$ cat src/rtl/braille_cell_driver_if.sv
// Character handshake between the classifier and the braille cell driver.
// The classifier drives valid/alpha; the driver answers with ready.
interface braille_cell_driver_if;
    logic       i_valid;
    logic [7:0] i_alpha;
    logic       o_ready;

    modport master (
        output i_valid,
        output i_alpha,
        input  o_ready
    );

    modport slave (
        input  i_valid,
        input  i_alpha,
        output o_ready
    );
endinterface

$ cat src/rtl/braille_cell_driver.sv
// Six-dot braille cell driver: staggered raise, hold, then blank gap.
// Optional 1-entry character queue enabled by defining BRAILLE_QUEUE_EN.
module braille_cell_driver #(
    parameter int STAGGER_CYCLES = 1000,
    parameter int HOLD_CYCLES    = 50000000,
    parameter int GAP_CYCLES     = 10000000
) (
    input  logic                   clk,
    input  logic                   reset_n,
    braille_cell_driver_if.slave   in_if,
    output logic [5:0]             o_dots,
    output logic                   o_busy,
    output logic                   o_char_done,
    output logic                   o_err
);

    localparam int RAISE_LEN = 6 * STAGGER_CYCLES;
    localparam int MAX_RH    = (RAISE_LEN > HOLD_CYCLES) ? RAISE_LEN : HOLD_CYCLES;
    localparam int MAXV      = (MAX_RH > GAP_CYCLES) ? MAX_RH : GAP_CYCLES;
    localparam int CW        = $clog2(MAXV + 1);

    localparam logic [CW-1:0] S_C       = CW'(STAGGER_CYCLES);
    localparam logic [CW-1:0] RAISE_END = CW'(RAISE_LEN - 1);
    localparam logic [CW-1:0] HOLD_END  = CW'(HOLD_CYCLES - 1);
    localparam logic [CW-1:0] GAP_END   = CW'(GAP_CYCLES - 1);

    typedef enum logic [1:0] {
        IDLE,
        RAISE,
        HOLD,
        CLEAR
    } state_t;

    state_t        state_q, state_d;
    logic [CW-1:0] cnt_q, cnt_d;
    logic [CW-1:0] bound_q, bound_d;
    logic [2:0]    slot_q, slot_d;
    logic [5:0]    pat_q, pat_d;
    logic [5:0]    dots_q, dots_d;
    logic          done_q, done_d;
    logic          err_q, err_d;

    logic          busy;
    logic          accept;
    logic          dec_ok;
    logic [5:0]    dec_pat;
    logic          start;
    logic [5:0]    start_pat;

`ifdef BRAILLE_QUEUE_EN
    logic          qfull_q, qfull_d;
    logic [5:0]    qpat_q, qpat_d;
`endif

    // Returns {supported, pattern}; lowercase folds to uppercase.
    function automatic logic [6:0] decode(input logic [7:0] ch);
        logic [7:0] u;
        logic [6:0] r;
        u = ch;
        if (ch >= 8'h61 && ch <= 8'h7A) u = ch - 8'h20;
        case (u)
            8'h20:   r = {1'b1, 6'h00};
            8'h41:   r = {1'b1, 6'h01};
            8'h42:   r = {1'b1, 6'h03};
            8'h43:   r = {1'b1, 6'h09};
            8'h44:   r = {1'b1, 6'h19};
            8'h45:   r = {1'b1, 6'h11};
            8'h46:   r = {1'b1, 6'h0B};
            8'h47:   r = {1'b1, 6'h1B};
            8'h48:   r = {1'b1, 6'h13};
            8'h49:   r = {1'b1, 6'h0A};
            8'h4A:   r = {1'b1, 6'h1A};
            8'h4B:   r = {1'b1, 6'h05};
            8'h4C:   r = {1'b1, 6'h07};
            8'h4D:   r = {1'b1, 6'h0D};
            8'h4E:   r = {1'b1, 6'h1D};
            8'h4F:   r = {1'b1, 6'h15};
            8'h50:   r = {1'b1, 6'h0F};
            8'h51:   r = {1'b1, 6'h1F};
            8'h52:   r = {1'b1, 6'h17};
            8'h53:   r = {1'b1, 6'h0E};
            8'h54:   r = {1'b1, 6'h1E};
            8'h55:   r = {1'b1, 6'h25};
            8'h56:   r = {1'b1, 6'h27};
            8'h57:   r = {1'b1, 6'h3A};
            8'h58:   r = {1'b1, 6'h2D};
            8'h59:   r = {1'b1, 6'h3D};
            8'h5A:   r = {1'b1, 6'h35};
            default: r = 7'h00;
        endcase
        return r;
    endfunction

    function automatic logic [5:0] low_mask(input logic [2:0] k);
        logic [5:0] m;
        for (int i = 0; i < 6; i++) m[i] = (3'(i) <= k);
        return m;
    endfunction

    assign busy              = (state_q != IDLE);
    assign accept            = in_if.i_valid && in_if.o_ready;
    assign {dec_ok, dec_pat} = decode(in_if.i_alpha);

`ifdef BRAILLE_QUEUE_EN
    assign in_if.o_ready = !busy || !qfull_q;
`else
    assign in_if.o_ready = !busy;
`endif

    assign o_dots      = dots_q;
    assign o_busy      = busy;
    assign o_char_done = done_q;
    assign o_err       = err_q;

    always_comb begin
        state_d   = state_q;
        cnt_d     = cnt_q + CW'(1);
        bound_d   = bound_q;
        slot_d    = slot_q;
        pat_d     = pat_q;
        dots_d    = dots_q;
        done_d    = 1'b0;
        err_d     = 1'b0;
        start     = 1'b0;
        start_pat = '0;
`ifdef BRAILLE_QUEUE_EN
        qfull_d   = qfull_q;
        qpat_d    = qpat_q;
        if (accept && busy) begin
            if (dec_ok) begin
                qfull_d = 1'b1;
                qpat_d  = dec_pat;
            end else begin
                err_d   = 1'b1;
            end
        end
`endif
        unique case (state_q)
            IDLE: begin
                cnt_d = '0;
                if (accept) begin
                    if (dec_ok) begin
                        start     = 1'b1;
                        start_pat = dec_pat;
                    end else begin
                        err_d     = 1'b1;
                    end
                end
            end
            RAISE: begin
                if (cnt_q == RAISE_END) begin
                    state_d = HOLD;
                    cnt_d   = '0;
                    dots_d  = pat_q;
                end else if (cnt_q == bound_q - CW'(1)) begin
                    // Next stagger slot exposes one more dot position.
                    slot_d  = slot_q + 3'd1;
                    bound_d = bound_q + S_C;
                    dots_d  = pat_q & low_mask(slot_q + 3'd1);
                end
            end
            HOLD: begin
                if (cnt_q == HOLD_END) begin
                    state_d = CLEAR;
                    cnt_d   = '0;
                    dots_d  = '0;
                end
            end
            CLEAR: begin
                if (cnt_q == GAP_END) begin
                    state_d = IDLE;
                    cnt_d   = '0;
                    done_d  = 1'b1;
`ifdef BRAILLE_QUEUE_EN
                    // Chain straight into the next character, skipping IDLE.
                    if (qfull_q) begin
                        start     = 1'b1;
                        start_pat = qpat_q;
                        qfull_d   = 1'b0;
                    end else if (accept && dec_ok) begin
                        start     = 1'b1;
                        start_pat = dec_pat;
                        qfull_d   = 1'b0;
                    end
`endif
                end
            end
            default: begin
                state_d = IDLE;
                cnt_d   = '0;
            end
        endcase
        if (start) begin
            state_d = RAISE;
            cnt_d   = '0;
            bound_d = S_C;
            slot_d  = 3'd0;
            pat_d   = start_pat;
            dots_d  = {5'b0, start_pat[0]};
        end
    end

    always_ff @(posedge clk or negedge reset_n) begin
        if (!reset_n) begin
            state_q <= IDLE;
            cnt_q   <= '0;
            bound_q <= '0;
            slot_q  <= 3'd0;
            pat_q   <= 6'd0;
            dots_q  <= 6'd0;
            done_q  <= 1'b0;
            err_q   <= 1'b0;
        end else begin
            state_q <= state_d;
            cnt_q   <= cnt_d;
            bound_q <= bound_d;
            slot_q  <= slot_d;
            pat_q   <= pat_d;
            dots_q  <= dots_d;
            done_q  <= done_d;
            err_q   <= err_d;
        end
    end

`ifdef BRAILLE_QUEUE_EN
    always_ff @(posedge clk or negedge reset_n) begin
        if (!reset_n) begin
            qfull_q <= 1'b0;
            qpat_q  <= 6'd0;
        end else begin
            qfull_q <= qfull_d;
            qpat_q  <= qpat_d;
        end
    end
`endif

endmodule
$ cat src/flat_wrapper.sv
// flat-port wrapper written by rule: the top's interface ports become plain ports
module braille_cell_driver_flat 
#(
    parameter int STAGGER_CYCLES = 1000,
    parameter int HOLD_CYCLES    = 50000000,
    parameter int GAP_CYCLES     = 10000000
)
  (clk, reset_n, o_dots, o_busy, o_char_done, o_err, in_if_i_valid, in_if_i_alpha, in_if_o_ready);
  braille_cell_driver_if in_if_i ();
  input  logic clk;
  input  logic reset_n;
  output logic [5:0] o_dots;
  output logic o_busy;
  output logic o_char_done;
  output logic o_err;
  input wire logic [$bits(in_if_i.i_valid)-1:0] in_if_i_valid;
  input wire logic [$bits(in_if_i.i_alpha)-1:0] in_if_i_alpha;
  output wire logic [$bits(in_if_i.o_ready)-1:0] in_if_o_ready;
  assign in_if_i.i_valid = in_if_i_valid;
  assign in_if_i.i_alpha = in_if_i_alpha;
  assign in_if_o_ready = in_if_i.o_ready;
  braille_cell_driver #(.STAGGER_CYCLES(STAGGER_CYCLES), .HOLD_CYCLES(HOLD_CYCLES), .GAP_CYCLES(GAP_CYCLES)) u_core (.clk(clk), .reset_n(reset_n), .in_if(in_if_i), .o_dots(o_dots), .o_busy(o_busy), .o_char_done(o_char_done), .o_err(o_err));
endmodule
$ cat config.mk
export PLATFORM = sky130hd
export DESIGN_NAME = braille_cell_driver_flat
export DESIGN_NICKNAME = d
export VERILOG_FILES = /design/src/rtl/braille_cell_driver_if.sv /design/src/rtl/braille_cell_driver.sv /design/src/flat_wrapper.sv
export SDC_FILE = /design/constraint.sdc
export NUM_CORES = 1
export LEC_CHECK = 0
export CELL_PAD_IN_SITES_DETAIL_PLACEMENT = 1
export CELL_PAD_IN_SITES_GLOBAL_PLACEMENT = 1
export CORE_MARGIN = 8
export CORE_UTILIZATION = 40
export CTS_BUF_LIST = sky130_fd_sc_hd__clkbuf_16
export DETAILED_ROUTE_END_ITERATION = 12
export HOLD_SLACK_MARGIN = 0.1
export PLACE_DENSITY_LB_ADDON = 0.1
export SYNTH_ARGS = -nofsm -noshare
export SYNTH_HDL_FRONTEND = slang
export SYNTH_SLANG_ARGS = --single-unit
$ cat constraint.sdc
create_clock -name clk -period 7.1 [get_ports clk]
set_clock_uncertainty 0.2 [all_clocks]
set_input_delay 1.065 -clock clk [delete_from_list [all_inputs] [get_ports clk]]
set_output_delay 1.065 -clock clk [all_outputs]
set_load 0.03 [all_outputs]
==> results.py, run 1 <==
metrics = {
    "floorplanning": {
        "core_area_um2": 12000,
        "die_area_um2": 16100,
        "dieHeight_um": 127,
        "initial_core_util_pct": 41.0,
        "io_pins": 21,
        "die_w_um": 127,
        "rows": 40,
    },
    "yosys": {
        "synth_area_um2": 4930,
        "synthArstFlopShare_pct": 100,
        "syn_nets": 616,
        "ys_types": 57,
        "postSynthCellCount": 589,
        "synth-edff-count": 0,
        "ys_seq_area_share_pct": 34.5,
        "synth_ff_type": "dfrtp_1",
        "yosys_register_bits": 68,
        "avgSynthCellArea_um2": 8.36,
        "yosys_warnings": 0,
    },
    "placement": {
        "dp_hpwl_um": 10100,
        "placed_area_um2": 5170,
        "portBuffers": 20,
        "place_congestion": 0.872,
        "dp.cells": 722,
    },
    "finish": {
        "drive_gt1_share_pct": 6.60,
        "n_antenna_cell": 0,
        "finalNetCount": 613,
        "nFillCells": 1413,
        "fin_cells": 738,
        "area_growth_pct": 11.2,
        "fin_area_um2": 5480,
    },
    "worst_setup_path": {
        "critPathRequiredTime_ps": 7120,
        "critPathSlowestCell": "or4b_2",
        "crit_family": "simple AND/OR/NAND/NOR gates",
        "rr_worst_depth": 8,
        "crit_chain": "clkdlybuf4s50_1 -> inv_1 -> ha_1 -> or4b_2 -> nor2_1 -> nor4_1 -> o31ai_1 -> or2_2 -> o31a_1 -> o21ai_0 -> mux2i_1",
        "setup.worst_path.class": "input pin to register",
        "critPathBufInv": 2,
        "crit_arrival_ps": 4370,
        "slowest_delay_ps": 600,
        "worstSetupEndpointType": "register",
        "r2r_slack_ps": 3210,
        "r2r-start": "u_core.bound_q[16]$_DFFE_PN0P_",
        "cp_max_fo": 28,
        "critPathLaunchType": "input pin",
        "timing.rr.end": "u_core.bound_q[16]$_DFFE_PN0P_",
    },
    "grt": {
        "grt_util_all_layers_pct": 17.7,
        "grt_max_degree": 69,
        "antenna_found_initial": 0,
        "grt_pass1_wl_um": 23100,
        "overflow": 0,
        "grt_pass1_vias": 4480,
    },
    "clock_network": {
        "htreeDepth": 3,
        "cts_tree": "done",
        "clock_path_buffers": 2,
        "numCtsBuffers": 9,
        "cts_hold_buf": 0,
        "clkSinkCount": 68,
        "postCtsResizedCells": 0,
        "clock_latency_ps": 350,
        "postCtsSetupRepairBufs": 0,
        "cts_root_buf": "clkbuf_16",
        "path_clk_slew_ps": 60,
    },
    "timing": {
        "period_needed_ps": 4340,
        "final-max-slew-violation-count": 0,
        "slew_headroom_pct": 37.5,
        "rsz0062_at_grt": "no",
        "setup_viol": 0,
        "tightest_slew_ps": 929,
        "setup_tns_ps": 0,
        "hold_ws_ps": 293,
        "final_hold_viol_count": 0,
        "max_freq_ghz": 0.230,
        "finalCritPeriodShare_pct": 61.2,
    },
    "route": {
        "wl_per_cell_um": 18.4,
        "first_pass_iters": 4,
        "wirelength_um": 13600,
        "vias_per_cell": 5.85,
        "drc": 0,
        "vias": 4319,
        "detail-route-antenna-nets": 0,
        "drt_iter0_markers": 271,
    },
    "pwr": {
        "finalPower_mw": 0.895,
        "power_density_nw_per_um2": 163,
        "p_leak_nw": 2.16,
        "peakVddDrop_mv": 0.143,
    },
    "job": {
        "maxCapViolations": 0,
    },
    "hold_path": {
        "hp-class": "register to register",
        "hold_start": "u_core.cnt_q[0]$_DFF_PN0_",
        "hold_path_depth": 1,
        "holdPathEnd": "u_core.cnt_q[0]$_DFF_PN0_",
    },
    "run_status": {
        "outcome": "finished clean",
    },
}
[area by class of cell]
class                   instances  area, µm²  area share, %
well taps                     147        184           3.36
repair buffers                 25        233           4.25
clock inverters                 7       82.6           1.51
flip-flops and latches         68       1700           31.1
inverters                      23       86.3           1.58
clock buffers                   9        225           4.11
multi-input cells             459       2970           54.1
[how the worst max path moves through the flow]
stage                                         end  cells past startpoint             start  slack (ps)
detailed placement   u_core.o_dots[0]$_DFFE_PN0P_                     11  in_if_i_alpha[1]        2390
floorplan           u_core.bound_q[6]$_DFFE_PN0P_                     11  in_if_i_alpha[0]        3440
global placement     u_core.o_dots[0]$_DFFE_PN0P_                     11  in_if_i_alpha[1]        2530
finish               u_core.o_dots[0]$_DFFE_PN0P_                     11  in_if_i_alpha[1]        2760
global route         u_core.o_dots[0]$_DFFE_PN0P_                     11  in_if_i_alpha[1]        2440
CTS                  u_core.o_dots[0]$_DFFE_PN0P_                     11  in_if_i_alpha[1]        2760
[synthesized netlist by cell type (all sizes together), types with 2 or more instances]
library cell | instances | area (µm²)
dfrtp | 68 | 1700
nor2 | 63 | 236
nand2 | 57 | 214
clkbuf | 34 | 128
xnor2 | 31 | 272
nand3 | 29 | 145
o21ai | 25 | 125
xor2 | 25 | 219
inv | 23 | 86.3
a21oi | 21 | 109
nor4 | 19 | 144
nor3 | 17 | 85.1
ha | 16 | 200
nand4 | 13 | 81.3
or3 | 13 | 86.3
mux2i | 12 | 120
or4 | 11 | 86.3
o211ai | 10 | 75.1
nor2b | 9 | 56.3
and3 | 8 | 50.1
o31ai | 8 | 60.1
o31a | 7 | 61.3
and2 | 6 | 37.5
nor3b | 6 | 45.0
a211oi | 5 | 37.5
buf | 5 | 43.8
nand2b | 5 | 31.3
a21o | 4 | 30.0
a41oi | 4 | 35.0
and4 | 4 | 35.0
or2 | 4 | 25.0
a311oi | 3 | 26.3
nor4b | 3 | 26.3
o22ai | 3 | 18.8
a211o | 2 | 17.5
or4b | 2 | 23.8
[report_power, final]
| group | internal, mW | switching, mW |
|---|---|---|
| clock | 0.278 | 0.191 |
| sequential | 0.387 | 0 |
| combinational | 0.0144 | 0.0240 |
| total | 0.680 | 0.215 |
[through the flow]
step	setup WS [ps]	util, %
3_5_place_dp	2390	43.1
2_1_floorplan	3440	-
4_1_cts	2760	45.6
6_report	2760	45.6
5_1_grt	2440	45.6
3_3_place_gp	2530	43.1
[logic make-up after synthesis]
kind of cell | Yosys count | synth area share [%]
mux | 14 | 3.12
buf+inv | 62 | 5.23
fa+ha+maj | 16 | 4.06
simple gates | 272 | 29.1
flops | 68 | 34.5
compound gates | 100 | 13.5
xor+xnor | 57 | 10.4
[routing by layer]
layer  vias to the layer above  track usage, %  part of all wire (%)
met5                         -               0                     0
met4                         0            5.53                   1.4
met3                        16            3.37                   2.9
met2                        51            29.7                    49
met1                      2159            22.6                    47
li1                       2093               -                     -
[state kept, by name (all words and copies together) (netlist names)]
register	count
u_core.o_char_done	1
u_core.o_dots	6
u_core.state_q	2
u_core.cnt_q	26
u_core.bound_q	23
u_core.slot_q	3
u_core.o_err	1
u_core.pat_q	6
[cell usage in the layout (no fill, tap or decap), types with 12 or more instances in the layout]
master,netlist,layout
a21oi_1,20,20
clkdlybuf4s50_1,0,19
dfrtp_1,68,68
ha_1,16,16
inv_1,23,23
mux2i_1,12,12
nand2_1,57,57
nand3_1,29,29
nand4_1,13,13
nor2_1,63,63
nor3_1,17,17
nor4_1,15,15
o21ai_0,23,23
or3_1,12,12
xnor2_1,31,31
xor2_1,25,25
No activity file was read; power rests on OpenSTA's default activity.
==> inputs of run 2 (changes only) <==
Clock period 7.1 ns to 4.22 ns, I/O delays scaled along.
==> run 2 against run 1 <==
Total power is 73% higher. Non-clock buffer count up 13. Via count grew 1.2%. Utilization grew 0.96 points.
==> results.py, run 2 (synthesis results as in run 1) <==
metrics = {
    "floorplanning": {
        "initial_core_util_pct": 41.0,
        "io_pins": 21,
        "core_area_um2": 12000,
        "dieHeight_um": 127,
        "die_area_um2": 16100,
        "die_w_um": 127,
        "rows": 40,
    },
    "clock_network": {
        "clkSinkCount": 68,
        "postCtsResizedCells": 0,
        "clock_path_buffers": 2,
        "cts_hold_buf": 0,
        "htreeDepth": 3,
        "postCtsSetupRepairBufs": 0,
        "cts_root_buf": "clkbuf_16",
        "clock_latency_ps": 340,
        "numCtsBuffers": 9,
        "path_clk_slew_ps": 60,
        "cts_tree": "done",
    },
    "grt": {
        "gr-usage-met3_pct": 3.37,
        "use_met2_pct": 30.8,
        "grt_max_degree": 49,
        "grt_util_met1_pct": 23.3,
        "top_usage_layer": "met2",
        "antenna_found_initial": 0,
        "grt_util_all_layers_pct": 18.2,
        "overflow": 0,
        "grt_pass1_wl_um": 23700,
        "grt_pass1_vias": 4521,
    },
    "hold_path": {
        "hp-class": "input pin to asynchronous set/reset pin",
    },
    "timing": {
        "slew_headroom_pct": 33.8,
        "max_freq_ghz": 0.256,
        "period_needed_ps": 3900,
        "tightest_slew_ps": 990,
        "hold_ws_ps": 138,
        "final-max-slew-violation-count": 0,
        "finalCritPeriodShare_pct": 92.4,
        "final_hold_viol_count": 0,
        "rsz0062_at_grt": "no",
        "setup_viol": 0,
        "setup_tns_ps": 0,
        "setup_slack_ps": 321,
    },
    "run_status": {
        "outcome": "finished clean",
    },
    "route": {
        "wirelength_um": 14000,
        "vias_per_cell": 5.82,
        "drc": 0,
        "drt_iter0_markers": 228,
        "first_pass_iters": 4,
        "wl_per_cell_um": 18.6,
        "detail-route-antenna-nets": 0,
        "vias": 4370,
    },
    "worst_setup_path": {
        "crit_arrival_ps": 3960,
        "crit_family": "simple AND/OR/NAND/NOR gates",
        "cp_max_fo": 48,
        "startpoint": "u_core.bound_q[18]$_DFFE_PN0P_",
        "setup.worst_path.class": "register to register",
        "crit_chain": "or4_4 -> or4b_4 -> o31a_1 -> nor4_2 -> nand4_1 -> or3_4 -> or4_1 -> a21oi_1",
        "r2r-start": "u_core.bound_q[18]$_DFFE_PN0P_",
        "critPathSlowestCell": "or3_4",
        "critPathLaunchType": "register",
        "worstSetupEndpointType": "register",
        "slowest_delay_ps": 610,
        "rr_worst_depth": 8,
        "critPathBufInv": 0,
        "r2r_slack_ps": 320,
        "critPathRequiredTime_ps": 4280,
        "timing.rr.end": "u_core.bound_q[16]$_DFFE_PN0P_",
    },
    "pwr": {
        "power_density_nw_per_um2": 277,
        "finalPower_mw": 1.55,
        "p_leak_nw": 2.22,
        "peakVddDrop_mv": 0.147,
    },
    "finish": {
        "largestRegisters": "u_core.cnt_q (26), u_core.bound_q (23)",
        "finalNetCount": 626,
        "layout_common_cells": "dfrtp_1 (68), nor2_1 (63), nand2_1 (57), xnor2_1 (31), nand3_1 (29)",
        "nFillCells": 1446,
        "final_util_pct": 46.6,
        "drive_gt1_share_pct": 8.61,
        "largest_register": "u_core.cnt_q",
        "n_antenna_cell": 0,
        "largest_reg_flops": 26,
        "final_common_cell": "dfrtp_1",
        "area_growth_pct": 13.6,
    },
    "placement": {
        "post-place-ws_ps": 77.6,
        "portBuffers": 20,
        "place_congestion": 0.904,
        "dp_hpwl_um": 10500,
    },
    "job": {
        "maxCapViolations": 0,
    },
}
run 2: cell types whose count changed in the layout (fill, tap and decap cells not counted), sizes merged:
| cell | change |
|---|---|
| buf | +13 |
| clkinvlp | +3 |
| inv | -3 |
| bufinv | +1 |
| clkinv | -1 |
run 2: metal layers:
layer | vias up | wire, µm
li1 | 2122 | -
met1 | 2192 | 6510
met2 | 47 | 6900
met3 | 9 | 457
met4 | 0 | 125
met5 | - | 0
run 2: worst max path at each step:
stage | endpoint | slack (ps) | depth (start not counted)
final | u_core.bound_q[16]$_DFFE_PN0P_ | 320 | 8
after detailed placement | u_core.o_dots[0]$_DFFE_PN0P_ | 80 | 11
after floorplan | u_core.bound_q[16]$_DFFE_PN0P_ | 810 | 11
after global routing | u_core.o_dots[0]$_DFFE_PN0P_ | 70 | 11
after CTS | u_core.bound_q[16]$_DFFE_PN0P_ | 350 | 8
after global placement | u_core.o_dots[0]$_DFFE_PN0P_ | 260 | 11
run 2: area by class of cell:
type,count,area [µm²],area share (%)
Clock buffer,9,225,4.03
Clock inverter,7,100,1.79
Inverter,23,86.3,1.54
Multi-Input combinational cell,459,2970,53.0
Sequential cell,68,1700,30.4
Tap cell,147,184,3.29
Timing Repair Buffer,38,330,5.90
run 2: report_power, final:
group	total [mW]	switching, mW	internal [mW]
Sequential	0.652	0	0.652
Combinational	0.0707	0.0425	0.0282
Clock	0.825	0.305	0.520
run 2: per-stage QoR:
step,area [µm²],instances
2_1_floorplan,4930,589
3_3_place_gp,5270,735
5_1_grt,5590,751
6_report,5590,751
3_5_place_dp,5270,735
4_1_cts,5590,751
